## src/rtl/game_round_controller.sv

```systemverilog
// game_round_controller: lives-aware round sequencer with registered pacman-ghost collision detection
module game_round_controller #(
  parameter int N_GHOSTS    = 4,
  parameter int X_W         = 11,
  parameter int Y_W         = 10,
  parameter int HIT_RADIUS  = 16,
  parameter int MAX_LIVES   = 3,
  parameter int READY_TICKS = 120,
  parameter int DEATH_TICKS = 90,
  localparam int LW = $clog2(MAX_LIVES + 1),
  localparam int IW = (N_GHOSTS > 1) ? $clog2(N_GHOSTS) : 1,
  localparam int CW = $clog2(((READY_TICKS > DEATH_TICKS) ? READY_TICKS : DEATH_TICKS) + 1)
) (
  input  logic                    clk,
  input  logic                    rst,
  input  logic                    tick,
  input  logic                    start,
  input  logic [X_W-1:0]          pacman_x,
  input  logic [Y_W-1:0]          pacman_y,
  input  logic [N_GHOSTS*X_W-1:0] ghost_x,
  input  logic [N_GHOSTS*Y_W-1:0] ghost_y,
  input  logic [N_GHOSTS-1:0]     ghost_active,
  output logic [2:0]              state,
  output logic [LW-1:0]           lives,
  output logic                    move_en,
  output logic                    respawn,
  output logic                    pacman_is_dead,
  output logic [IW-1:0]           killer_id,
  output logic                    game_over
);
  typedef enum logic [2:0] {IDLE = 3'd0, READY = 3'd1, PLAY = 3'd2, DYING = 3'd3, GAME_OVER = 3'd4} state_t;
  localparam logic [X_W:0]    RX    = (X_W+1)'(HIT_RADIUS);
  localparam logic [Y_W:0]    RY    = (Y_W+1)'(HIT_RADIUS);
  localparam logic [LW-1:0]   LMAX  = LW'(MAX_LIVES);
  localparam logic [CW-1:0]   RLAST = CW'(READY_TICKS - 1);
  localparam logic [CW-1:0]   DLAST = CW'(DEATH_TICKS - 1);
  state_t              state_q, state_d;
  logic [LW-1:0]       lives_q, lives_d;
  logic [CW-1:0]       cnt_q, cnt_d;
  logic                move_en_q, move_en_d, respawn_q, respawn_d, hit_q;
  logic [IW-1:0]       killer_q, killer_d, kill_idx_q, kill_idx_d;
  logic [N_GHOSTS-1:0] hit_v;
  for (genvar g = 0; g < N_GHOSTS; g++) begin : g_hit
    logic signed [X_W:0] dx;
    logic signed [Y_W:0] dy;
    logic [X_W:0]        ax;
    logic [Y_W:0]        ay;
    assign dx       = $signed({1'b0, pacman_x}) - $signed({1'b0, ghost_x[g*X_W +: X_W]});
    assign dy       = $signed({1'b0, pacman_y}) - $signed({1'b0, ghost_y[g*Y_W +: Y_W]});
    assign ax       = dx[X_W] ? -dx : dx;
    assign ay       = dy[Y_W] ? -dy : dy;
    assign hit_v[g] = ghost_active[g] && (ax < RX) && (ay < RY);
  end
  // descending scan so the lowest hitting ghost is the one that sticks
  always_comb begin
    kill_idx_d = '0;
    for (int i = N_GHOSTS - 1; i >= 0; i--) kill_idx_d = hit_v[i] ? IW'(i) : kill_idx_d;
  end
  always_comb begin
    state_d   = state_q;
    lives_d   = lives_q;
    cnt_d     = cnt_q;
    killer_d  = killer_q;
    move_en_d = 1'b0;
    respawn_d = 1'b0;
    case (state_q)
      IDLE, GAME_OVER: if (start) begin
        state_d   = READY;
        lives_d   = LMAX;
        respawn_d = 1'b1;
        cnt_d     = '0;
      end
      READY: if (tick) begin
        state_d = (cnt_q == RLAST) ? PLAY : READY;
        cnt_d   = (cnt_q == RLAST) ? '0 : cnt_q + 1'b1;
      end
      PLAY: if (hit_q) begin
        state_d  = DYING;
        lives_d  = (lives_q == '0) ? '0 : lives_q - 1'b1;
        killer_d = kill_idx_q;
        cnt_d    = '0;
      end else begin
        move_en_d = tick;
      end
      DYING: if (tick) begin
        state_d   = (cnt_q != DLAST) ? DYING : (lives_q == '0) ? GAME_OVER : READY;
        respawn_d = (cnt_q == DLAST) && (lives_q != '0);
        cnt_d     = (cnt_q == DLAST) ? '0 : cnt_q + 1'b1;
      end
      default: state_d = IDLE;
    endcase
  end
  always_ff @(posedge clk) begin
    if (rst) begin
      state_q    <= IDLE;
      lives_q    <= LMAX;
      cnt_q      <= '0;
      move_en_q  <= 1'b0;
      respawn_q  <= 1'b0;
      killer_q   <= '0;
      hit_q      <= 1'b0;
      kill_idx_q <= '0;
    end else begin
      state_q    <= state_d;
      lives_q    <= lives_d;
      cnt_q      <= cnt_d;
      move_en_q  <= move_en_d;
      respawn_q  <= respawn_d;
      killer_q   <= killer_d;
      hit_q      <= |hit_v;
      kill_idx_q <= kill_idx_d;
    end
  end
  assign state          = state_q;
  assign lives          = lives_q;
  assign move_en        = move_en_q;
  assign respawn        = respawn_q;
  assign killer_id      = killer_q;
  assign pacman_is_dead = (state_q == DYING);
  assign game_over      = (state_q == GAME_OVER);
endmodule

```

## config.mk

```make
export PLATFORM = sky130hd
export DESIGN_NAME = game_round_controller
export DESIGN_NICKNAME = d
export VERILOG_FILES = /design/src/rtl/game_round_controller.sv
export SDC_FILE = /design/constraint.sdc
export NUM_CORES = 1
export LEC_CHECK = 0
export CORE_MARGIN = 2
export CORE_UTILIZATION = 48
export CTS_BUF_LIST = sky130_fd_sc_hd__clkbuf_4 sky130_fd_sc_hd__clkbuf_8
export DETAILED_ROUTE_END_ITERATION = 7
export PLACE_DENSITY_LB_ADDON = 0.2
export SLEW_MARGIN = 10
export SYNTH_ARGS = -nofsm -noshare
export SYNTH_HDL_FRONTEND = slang
export SYNTH_SLANG_ARGS = --single-unit
```

## constraint.sdc

```tcl
create_clock -name clk -period 3.3 [get_ports clk]
set_clock_uncertainty 0.1 [all_clocks]
set_input_delay 0.33 -clock clk [delete_from_list [all_inputs] [get_ports clk]]
set_output_delay 0.33 -clock clk [all_outputs]
set_load 0.03 [all_outputs]
```

=== Word level (Yosys, flattened, before mapping) ===
Cells that the tools add are included.

* $add $sub $neg: 18
* Order comparisons: 8
* Equal/unequal tests: 11
* Mux-type cells: 33
* Bitwise operators: 1
* Reductions and logical operators: 23

{| class="wikitable"
|+ Operators by type and width
! cell !! count
|-
| 12-bit by 5-bit less-than comparator with 1-bit output, second input constant || 4
|-
| 12-bit two-way mux || 4
|-
| 12-bit negation || 4
|-
| 11-bit by 11-bit subtractor with 12-bit output || 4
|-
| 11-bit by 5-bit less-than comparator with 1-bit output, second input constant || 4
|-
| 11-bit two-way mux || 4
|-
| 11-bit negation || 4
|-
| 10-bit by 10-bit subtractor with 11-bit output || 4
|-
| 7-bit two-way mux || 6
|-
| 7-bit case mux with 4 select lines || 1
|-
| 3-bit two-way mux || 6
|-
| 7-bit == test, second input constant || 2
|-
| 2-bit two-way mux || 6
|-
| 3-bit case mux with 4 select lines || 1
|-
| 1-bit logical AND || 9
|-
| 2-bit != test, second input constant || 4
|-
| 7-bit by 1-bit adder with 7-bit output, second input constant || 1
|-
| 7-bit != test, second input constant || 1
|-
| 3-bit by 2-bit == test with 1-bit output, second input constant || 2
|-
| 3-bit OR reduction || 2
|-
| 5-bit AND reduction || 1
|-
| 2-bit case mux with 2 select lines || 1
|-
| 4-bit AND reduction || 1
|-
| 2-bit nonzero test || 2
|-
| other kinds (13) || 16
|}

* Register bits: 19
* Bits of input ports: 113
* Output and inout bits: 11

=== Longest topological paths before layout ===
Gate-level depths: netlist (run 1).

* Word-level depth: 9
* Mapped depth: 13

=== Least setup slack after synthesis (run 1) ===
OpenSTA, ideal clock, no wires.

* Kind: input port to flip-flop
* From: input pacman_x[0]
* To: register kill_idx_q[1]
* Setup time: 0.117 ns
* Arrival time: 3.189 ns
* Required time: 3.083 ns
* Slack: -0.106 ns
* Stages on the path: 12
* Path buffers: 0
* Path through: inv_1 -> ha_1 -> fa_1 -> nor2b_1 -> o31a_1 -> o211ai_1 -> and2_4 -> xor2_1 -> or4_1 -> mux2_2 -> or4_4 -> and4b_1

* Cells in the longest elaborated chain, start to end: 8

{| class="wikitable"
|+ Ends and longest elaborated chain
! what !! RTL line !! source
|-
| start: declaration || 18 || <nowiki>input logic [X_W-1:0] pacman_x,</nowiki>
|-
| 11-bit by 11-bit subtractor with 12-bit output || 48 || <nowiki>assign dx = $signed({1'b0, pacman_x}) - $signed({1'b0, ghost_x[g*X_W +: X_W]});</nowiki>
|-
| 12-bit negation || 50 || <nowiki>assign ax = dx[X_W] ? -dx : dx;</nowiki>
|-
| 12-bit two-way mux || 50 ||
|-
| 12-bit by 5-bit less-than comparator with 1-bit output || 52 || <nowiki>assign hit_v[g] = ghost_active[g] && (ax < RX) && (ay < RY);</nowiki>
|-
| 1-bit logical AND (2 in a row) || 52 ||
|-
| 2-bit two-way mux (2 in a row) || 57 || <nowiki>for (int i = N_GHOSTS - 1; i >= 0; i--) kill_idx_d = hit_v[i] ? IW'(i) : kill_idx_d;</nowiki>
|-
| end signal: assignment || 111 || <nowiki>kill_idx_q <= kill_idx_d;</nowiki>
|-
| end: declaration || 41 || <nowiki>logic [IW-1:0] killer_q, killer_d, kill_idx_q, kill_idx_d;</nowiki>
|}

Several ways; a longest one is shown, not always the timed one.
A chain may end at the register's enable or synchronous reset.

=== Final worst setup path (run 1) ===
* From: input ghost_y[22]
* To: register hit_q

* Cells in the longest elaborated chain, start to end: 6

{| class="wikitable"
|+ Ends and longest elaborated chain
! what !! RTL line !! source
|-
| start: declaration || 21 || <nowiki>input logic [N_GHOSTS*Y_W-1:0] ghost_y,</nowiki>
|-
| 10-bit by 10-bit subtractor with 11-bit output * || 49 || <nowiki>assign dy = $signed({1'b0, pacman_y}) - $signed({1'b0, ghost_y[g*Y_W +: Y_W]});</nowiki>
|-
| 11-bit negation || 51 || <nowiki>assign ay = dy[Y_W] ? -dy : dy;</nowiki>
|-
| 11-bit two-way mux * || 51 ||
|-
| 11-bit by 5-bit less-than comparator with 1-bit output * || 52 ||
|-
| 1-bit logical AND * || 52 ||
|-
| 4-bit OR reduction * || 110 || <nowiki>hit_q <= |hit_v;</nowiki>
|-
| end signal: assignment || 110 ||
|-
| end: declaration || 40 || <nowiki>logic move_en_q, move_en_d, respawn_q, respawn_d, hit_q;</nowiki>
|}

Every way passes the cells marked *; elsewhere a longest branch is shown, timed or not.

==> impl_results.rst, run 1 <==
.. list-table::
   :header-rows: 1

   * - Metric
     - Value
   * - CTS root buffer
     - sky130_fd_sc_hd__clkbuf_8
   * - Cell leakage power
     - 4.29 nW
   * - Sequential area share after synthesis
     - 0.0689
   * - Reg2reg setup slack
     - around 930 ps
   * - CP startpoint
     - ghost_y[22]
   * - Actual transition at the worst max-transition pin
     - 525 ps
   * - Starting utilization of the core area
     - 0.488
   * - Number of pins exceeding their max-slew limit in the final report
     - 0
   * - Most repeated cell in the gate-level netlist after synthesis
     - sky130_fd_sc_hd__inv_1
   * - Number of enable-type register cells in the synthesized netlist
     - 0
   * - Clock slew at the register clock pins of the worst setup and hold paths
     - 70 ps
   * - Largest fanout of any net on the critical path
     - 3
   * - Net switching share of the total power
     - 0.422
   * - First-pass GRT wire length
     - 29600 um
   * - Worst hold path stage count
     - 1
   * - Result of the run
     - complete, but fails checks
   * - Worst skew pair latency
     - 250 ps
   * - Fill cells
     - 747
   * - Post-route DRC
     - 0
   * - Biggest area consumer among synthesized cells
     - sky130_fd_sc_hd__ha_1
   * - Clock power share
     - 0.078
   * - Nets in the synthesized netlist
     - 965
   * - Count of H-tree levels built during CTS
     - 1
   * - Estimated wirelength of the detail-placed design
     - 15000 um
   * - CTS max path bufs
     - 2
   * - Number of antenna violations at the first check in global routing
     - 0
   * - Core footprint
     - 11300 um^2
   * - Power dissipated by switching net loads
     - 0.000908 W
   * - Violated checks
     - negative setup slack
   * - Total gr overflow
     - 0
   * - Area share of the largest cell type after synthesis
     - 0.195
   * - WP data arrival
     - 3390 ps
   * - TritonCTS clock tree
     - yes
   * - Critical path endpoint category
     - flip-flop
   * - Buffer and inverter count on the worst path
     - 4
   * - Initial DRC count
     - 458
   * - Setup total negative slack
     - -21.1 ps
   * - Largest cells by area after synthesis
     - sky130_fd_sc_hd__ha_1 (19%), sky130_fd_sc_hd__inv_1 (7.4%), sky130_fd_sc_hd__dfxtp_1 (6.9%), sky130_fd_sc_hd__a21oi_1 (5.4%), sky130_fd_sc_hd__xor2_1 (5.1%)
   * - Final weighted congestion in routability-driven placement
     - 0.903
   * - Post-synth design cell area
     - around 5500 um^2
   * - Fin. Hold Viols
     - 0
   * - Tcrit/Tclk final
     - 1.01
   * - Nature of the critical path startpoint
     - input port
   * - Inserted Clock Buffers
     - 3
   * - Final net count
     - 1286
   * - Die footprint
     - 12400 um^2
   * - WS Path Type
     - in2reg
   * - Kind of cell adding the most delay to the critical path
     - compound AO/OA/AOI/OAI gates
   * - Die extent in y
     - 111 um
   * - Slowest Stage Delay on Critical Path
     - 480 ps
   * - Warnings, synthesis
     - 0
   * - Ranking of synthesized cells by instance count
     - sky130_fd_sc_hd__inv_1 (109), sky130_fd_sc_hd__ha_1 (86), sky130_fd_sc_hd__a21oi_1 (60), sky130_fd_sc_hd__nor2_1 (56), sky130_fd_sc_hd__xor2_1 (32)
   * - Endpoint of the worst hold-timing path
     - move_en$_SDFF_PP0_
   * - Count of input and output buffers
     - 123
   * - Number of max-cap violations
     - 0
   * - Pre-CTS WS
     - -680 ps
   * - Vias in the first global route
     - 6797
   * - Syn Inst Count
     - around 760
   * - PD cells
     - approximately 230 nW/um^2
   * - Worst min-delay path startpoint
     - hit_q$_SDFF_PP0_
   * - N_diodes
     - 0
   * - Slew Limit Headroom
     - 0.648
   * - Worst R2R Start
     - state[0]$_SDFFE_PP0P_
   * - Comb power frac
     - 0.810
   * - Count of antenna-violating nets left after detailed routing
     - 0
   * - Average via count per standard cell
     - between 5 and 6
   * - Most used flip-flop cell after synthesis
     - sky130_fd_sc_hd__dfxtp_1
   * - Final cell area excluding filler cells
     - 9180 um^2
   * - Post-layout minimum cycle time
     - 3320 ps
   * - Detailed-route wire length
     - 19800 um
   * - Worst EP required
     - 3370 ps
   * - Fraction of registers with async set/reset
     - 0
   * - Timing-limited maximum frequency
     - roughly 300 MHz
   * - Die Span X
     - 111 um
   * - Fraction of layout cells with a size suffix above 1
     - 0.303
   * - Slowest library cell on the worst path
     - sky130_fd_sc_hd__or4_1
   * - Core Rows
     - 39
   * - Seq pwr share
     - 0.111
   * - Boundary pin count
     - 124
   * - Number of clock sinks
     - 19
   * - Hold Crit Class
     - reg2reg
   * - Mapped Avg Cell Area
     - ~7.3 um^2
   * - Final critical-path setup slack
     - -21.1 ps
   * - Signed area change from the synthesized netlist to the final layout
     - 66.2%
   * - Via count
     - 6994
   * - Number of search-and-repair iterations in the first detailed-routing pass
     - 5
   * - R2R depth
     - 8
   * - Cell internal pwr
     - between 0.001 and 0.0015 W
   * - Pin count of the biggest net entering global routing
     - 14
   * - Total of endpoints with negative setup slack in the final report
     - 1
   * - Critical path cell sequence
     - clkdlybuf4s50_1, inv_1, ha_4, buf_4, a21o_1, a21oi_2, xor2_2, buf_4, o221ai_1, or4_1, a211o_1, or2_1, a41oi_2
   * - Fraction of the core area covered by cells at the end of the flow
     - 0.811
   * - Total cell area at the placement stage
     - approximately 8200 um^2
   * - Worst hold slack after final layout
     - 386 ps
   * - Seq cells post-synth
     - 19
   * - Reg-to-reg endpoint
     - cnt_q[5]$_SDFFE_PP0P_
   * - Post-synth cell types
     - 79
   * - Detailed-route wire length per cell
     - 16.2 um
   * - Total routing resource utilization after global routing
     - 0.277
   * - Maximum resistive drop on vdd
     - 228 uV
   * - Library cell appearing most often on the critical path
     - sky130_fd_sc_hd__buf_4
## metrics by stage
stage | power, W | std cells
floorplan | 0.00106 | 758
global placement | 0.00163 | 1182
detailed placement | 0.00168 | 1182
CTS | 0.00193 | 1203
global route | 0.00230 | 1221
finish | 0.00215 | 1221
## routing by layer
metal / vias to the layer above / global-route usage / wire [um]
met4: 0 / 0.0658 / 682
met5: - / 0 / 0
met3: 58 / 0.0257 / 791
li1: 3414 / - / -
met2: 204 / 0.515 / 10100
met1: 3318 / 0.344 / 8200
## cell type report
| cell class | instances | area (um^2) | area share |
|---|---|---|---|
| multi-input combinational | 625 | 5400 | 0.588 |
| tap | 143 | 179 | 0.0195 |
| timing repair buffer | 321 | 2750 | 0.300 |
| clock buffer | 4 | 48.8 | 0.00532 |
| sequential | 19 | 380 | 0.0415 |
| inverter | 109 | 415 | 0.0453 |
## power by group through the flow
stage	combinational, W	sequential (W)	clock, W
5_1_grt	0.00188	0.000240	0.000179
2_1_floorplan	0.000815	0.000248	0
6_report	0.00174	0.000240	0.000169
3_3_place_gp	0.00138	0.000245	0
3_5_place_dp	0.00144	0.000245	0
4_1_cts	0.00152	0.000240	0.000170
## state kept, by name (all words and copies together), names as in the netlist
name        cells
hit_q           1
state           3
respawn         1
kill_idx_q      2
killer_id       2
cnt_q           7
lives           2
move_en         1
## worst register-to-register path, stage by stage, from the launching register on
cell and delay [ps]:
sky130_fd_sc_hd__dfxtp_1 460, sky130_fd_sc_hd__nand2b_1 180, sky130_fd_sc_hd__nor2_1 50, sky130_fd_sc_hd__a21oi_1 120
sky130_fd_sc_hd__a2bb2oi_1 330, sky130_fd_sc_hd__and2_1 380, sky130_fd_sc_hd__nand4_1 210, sky130_fd_sc_hd__or3_1 340
sky130_fd_sc_hd__a21oi_1 130
## worst max-delay path by stage
stage,slack [ps],cells after the start,end
final,-20,13,hit_q$_SDFF_PP0_
after global placement,-560,15,kill_idx_q[1]$_SDFF_PP0_
after floorplan,50,11,kill_idx_q[1]$_SDFF_PP0_
after CTS,1,13,kill_idx_q[1]$_SDFF_PP0_
after global routing,-70,13,hit_q$_SDFF_PP0_
after detailed placement,-680,15,kill_idx_q[1]$_SDFF_PP0_
## cell usage in the layout (no fill, tap or decap), drive strengths merged, types with 5 or more instances in the layout
cell type | netlist | final
nand2 | 28 | 28
or2 | 6 | 6
nor3 | 29 | 29
o21a | 22 | 22
xor2 | 32 | 32
dlygate4sd2 | 0 | 8
a31oi | 6 | 6
nor3b | 6 | 6
nand3b | 5 | 5
ha | 86 | 86
a21boi | 6 | 6
inv | 109 | 108
buf | 1 | 200
o211ai | 13 | 13
o21ai | 40 | 40
xnor2 | 26 | 26
dfxtp | 19 | 19
nand4 | 9 | 9
o21bai | 7 | 7
o2111ai | 7 | 7
mux2i | 8 | 8
dlymetal6s2s | 0 | 13
a211oi | 10 | 10
nand3 | 16 | 16
or4 | 5 | 5
clkbuf | 4 | 9
nand2b | 12 | 12
nor2b | 15 | 15
or3 | 8 | 8
nor4 | 9 | 9
a21oi | 61 | 61
clkdlybuf4s50 | 0 | 93
a21o | 16 | 16
nor2 | 56 | 56
fa | 8 | 8
## logic make-up after synthesis
kind of cell / share of synthesized area
compound gates: 0.298
simple gates: 0.218
buf+inv: 0.0793
fa+ha+maj: 0.224
xor+xnor: 0.0920
flops: 0.0689
mux: 0.0206
## timing repair
action / 4_1_cts / 5_1_grt
gates resized for setup: 73 / 111
setup buffers: 17 / 18
hold buffers: 0 / 0
setup endpoints to repair: 3 / 3
pin swaps: 56 / 81
No activity file was read; power rests on OpenSTA's default activity.
==> run 2, diff against run 1 <==
--- a/config.mk
+++ b/config.mk
@@ -7,7 +7,7 @@
 export LEC_CHECK = 0
 export CORE_MARGIN = 2
 export CORE_UTILIZATION = 48
-export CTS_BUF_LIST = sky130_fd_sc_hd__clkbuf_4 sky130_fd_sc_hd__clkbuf_8
+export CTS_BUF_LIST = sky130_fd_sc_hd__clkbuf_4 sky130_fd_sc_hd__clkbuf_8 sky130_fd_sc_hd__clkbuf_16
 export DETAILED_ROUTE_END_ITERATION = 7
 export PLACE_DENSITY_LB_ADDON = 0.2
 export SLEW_MARGIN = 10
==> impl_results.rst, run 2 (same netlist as run 1, synthesis figures left out) <==
.. list-table::
   :header-rows: 1

   * - Metric
     - Value
   * - Boundary pin count
     - 124 (unchanged)
   * - Flip-flop count of the largest register after layout
     - 7 (unchanged)
   * - Fraction of the core area covered by cells at the end of the flow
     - 0.823 (was 0.811)
   * - Die footprint
     - 12400 um^2 (unchanged)
   * - Die Span X
     - 111 um (unchanged)
   * - Count of hold-fix buffers inserted at cts
     - 0 (unchanged)
   * - Most flops, register
     - cnt_q (unchanged)
   * - Combined flip-flop and latch cell area
     - 380 um^2 (unchanged)
   * - Maximum resistive drop on vdd
     - 272 uV (was 228 uV)
   * - Worst EP required
     - 3340 ps (was 3370 ps)
   * - Reg-to-reg endpoint
     - cnt_q[5]$_SDFFE_PP0P_ (unchanged)
   * - Fraction of layout cells with a size suffix above 1
     - 0.320 (was 0.303)
   * - Initial DRC count
     - 481 (was 458)
   * - Post-layout minimum cycle time
     - 3290 ps (was 3320 ps)
   * - Timing-limited maximum frequency
     - 304 MHz (was 301 MHz)
   * - CP startpoint
     - pacman_x[1] (was ghost_y[22])
   * - Hold Crit Class
     - reg2reg (unchanged)
   * - Post-route DRC
     - 0 (unchanged)
   * - Highest-count cells in the layout ignoring fill and taps
     - sky130_fd_sc_hd__buf_4 (189), sky130_fd_sc_hd__inv_1 (94), sky130_fd_sc_hd__clkdlybuf4s50_1 (92) (was sky130_fd_sc_hd__buf_4 (192), sky130_fd_sc_hd__inv_1 (95), sky130_fd_sc_hd__clkdlybuf4s50_1 (93))
   * - Slew Limit Headroom
     - 0.649 (was 0.648)
   * - PD cells
     - 244 nW/um^2 (was 234 nW/um^2)
   * - CTS root buffer
     - sky130_fd_sc_hd__clkbuf_16 (was sky130_fd_sc_hd__clkbuf_8)
   * - Worst setup path end
     - kill_idx_q[1]$_SDFF_PP0_ (was hit_q$_SDFF_PP0_)
   * - Starting utilization of the core area
     - 0.488 (unchanged)
   * - Count of antenna-violating nets left after detailed routing
     - 0 (unchanged)
   * - Tcrit/Tclk final
     - 0.998 (was 1.01)
   * - Pin count of the biggest net entering global routing
     - 14 (unchanged)
   * - Via count
     - 7180 (was 6994)
   * - Final cell area excluding filler cells
     - 9320 um^2 (was 9180 um^2)
   * - RSZ-0062 raised after global routing
     - true
   * - Signed area change from the synthesized netlist to the final layout
     - 68.8% (was 66.2%)
   * - TritonCTS clock tree
     - yes (unchanged)
   * - Largest fanout of any net on the critical path
     - 3 (unchanged)
   * - Detailed-route wire length
     - 20600 um (was 19800 um)
   * - Detailed-route wire length per cell
     - 16.9 um (was 16.2 um)
   * - Number of antenna violations at the first check in global routing
     - 1 (was 0)
   * - Count of H-tree levels built during CTS
     - 1 (unchanged)
   * - Result of the run
     - finished, final reports clean (was complete, but fails checks)
   * - Total of endpoints with negative setup slack in the final report
     - 0 (was 1)
   * - Number of pins exceeding their max-slew limit in the final report
     - 0 (unchanged)
   * - Nature of the critical path startpoint
     - input port (unchanged)
   * - Vias in the first global route
     - 6817 (was 6797)
   * - Actual transition at the worst max-transition pin
     - 523 ps (was 525 ps)
   * - Critical path endpoint category
     - flip-flop (unchanged)
   * - Final critical-path setup slack
     - 5.44 ps (was -21.1 ps)
   * - Reg2reg setup slack
     - 860 ps (was 930 ps)
   * - Total routing resource utilization after global routing
     - 0.279 (was 0.277)
   * - Final net count
     - 1287 (was 1286)
   * - Inserted Clock Buffers
     - 3 (unchanged)
   * - Total cell area at the placement stage
     - 8160 um^2 (unchanged)
   * - Average via count per standard cell
     - 5.87 (was 5.73)
   * - Worst skew pair latency
     - 250 ps (about the same)
   * - Fill cells
     - 719 (was 747)
   * - Pre-CTS WS
     - -680 ps (unchanged)
   * - Total gr overflow
     - 0 (unchanged)
   * - Number of clock sinks
     - 19 (unchanged)
   * - Core Rows
     - 39 (unchanged)
   * - Estimated wirelength of the detail-placed design
     - 15000 um (unchanged)
   * - CTS max path bufs
     - 2 (unchanged)
   * - Die extent in y
     - 111 um (unchanged)
   * - First-pass GRT wire length
     - 29800 um (was 29600 um)
   * - Core footprint
     - 11300 um^2 (unchanged)
   * - Clock slew at the register clock pins of the worst setup and hold paths
     - 50 ps (was 70 ps)
   * - R2R depth
     - 8 (unchanged)
   * - Final weighted congestion in routability-driven placement
     - 0.903 (unchanged)
   * - WS Path Type
     - in2reg (unchanged)
   * - Number of search-and-repair iterations in the first detailed-routing pass
     - 6 (was 5)
   * - Most common cell after layout, fill and taps aside
     - sky130_fd_sc_hd__buf_4 (unchanged)
   * - Worst R2R Start
     - state[0]$_SDFFE_PP0P_ (unchanged)
   * - Fin. Hold Viols
     - 0 (unchanged)
   * - Count of input and output buffers
     - 123 (unchanged)
   * - WP data arrival
     - 3340 ps (was 3390 ps)
   * - Area of the multi-input gates
     - 5490 um^2 (was 5400 um^2)
   * - Number of max-cap violations
     - 0 (unchanged)
   * - Cell leakage power
     - 4.32 nW (was 4.29 nW)
[run 2: cell count changes in the layout (fill, tap and decap cells not counted), moves of 4 or more]
cell,previous run,this run
sky130_fd_sc_hd__a21oi_2,12,18
sky130_fd_sc_hd__buf_6,6,10
sky130_fd_sc_hd__ha_1,65,61
sky130_fd_sc_hd__ha_4,18,23
sky130_fd_sc_hd__a21oi_1,47,41
[run 2: per-stage QoR]
step                power (W)  instances  TNS, ps  hold WS [ps]
detailed placement    0.00168       1182    -1890           366
floorplan             0.00106        758        0           309
global placement      0.00163       1182    -1530           352
global route          0.00241       1223     -204           385
finish                0.00227       1223        0           369
CTS                   0.00202       1203    -7.57           374
[run 2: how the worst min path moves through the flow]
stage                                         from                        end  slack [ps]  depth (start not counted)
after floorplan                   hit_q$_SDFF_PP0_         move_en$_SDFF_PP0_         310                          1
after global placement    kill_idx_q[1]$_SDFF_PP0_  killer_id[1]$_SDFFE_PP0P_         350                          2
after detailed placement          hit_q$_SDFF_PP0_         move_en$_SDFF_PP0_         370                          1
after CTS                         hit_q$_SDFF_PP0_         move_en$_SDFF_PP0_         370                          1
after global routing              hit_q$_SDFF_PP0_         move_en$_SDFF_PP0_         380                          1
final                             hit_q$_SDFF_PP0_         move_en$_SDFF_PP0_         370                          1
[run 2: area by class of cell]
| type | instances | share of cell area |
|---|---|---|
| inverters | 109 | 0.0443 |
| multi-input cells | 625 | 0.589 |
| repair buffers | 322 | 0.298 |
| well taps | 143 | 0.0192 |
| diodes | 1 | 0.000268 |
| clock buffers | 4 | 0.00886 |
| flip-flops and latches | 19 | 0.0408 |
[run 2: report_power, final]
group / switching, W / internal [W]
Combinational: 0.000851 / 0.000929
Clock: 0.0000816 / 0.000172
Sequential: 0.00000554 / 0.000234
[run 2: timing repair]
| item | 4_1_cts | 5_1_grt |
|---|---|---|
| gates resized for setup | 76 | 129 |
| hold endpoints to repair | 0 | 0 |
| setup buffers | 17 | 19 |
| pin swaps | 57 | 78 |
| endpoints found under the setup margin | 3 | 3 |
[run 2: critical path: stages]
cell	delay [ps]
sky130_fd_sc_hd__buf_4	130
sky130_fd_sc_hd__ha_4	230
sky130_fd_sc_hd__nor2b_4	120
sky130_fd_sc_hd__o31a_1	340
sky130_fd_sc_hd__o31ai_4	280
sky130_fd_sc_hd__a21oi_2	110
sky130_fd_sc_hd__a311o_1	300
sky130_fd_sc_hd__or4_1	520
sky130_fd_sc_hd__mux2_4	290
sky130_fd_sc_hd__or4_4	500
sky130_fd_sc_hd__and4b_1	190
[run 2: per-layer routing]
metal,track usage,wire [um],vias to the layer above
met1,0.349,8490,3443
met3,0.0224,898,64
li1,-,-,3418
met4,0.0675,720,0
met2,0.517,10500,255
met5,0,0,-
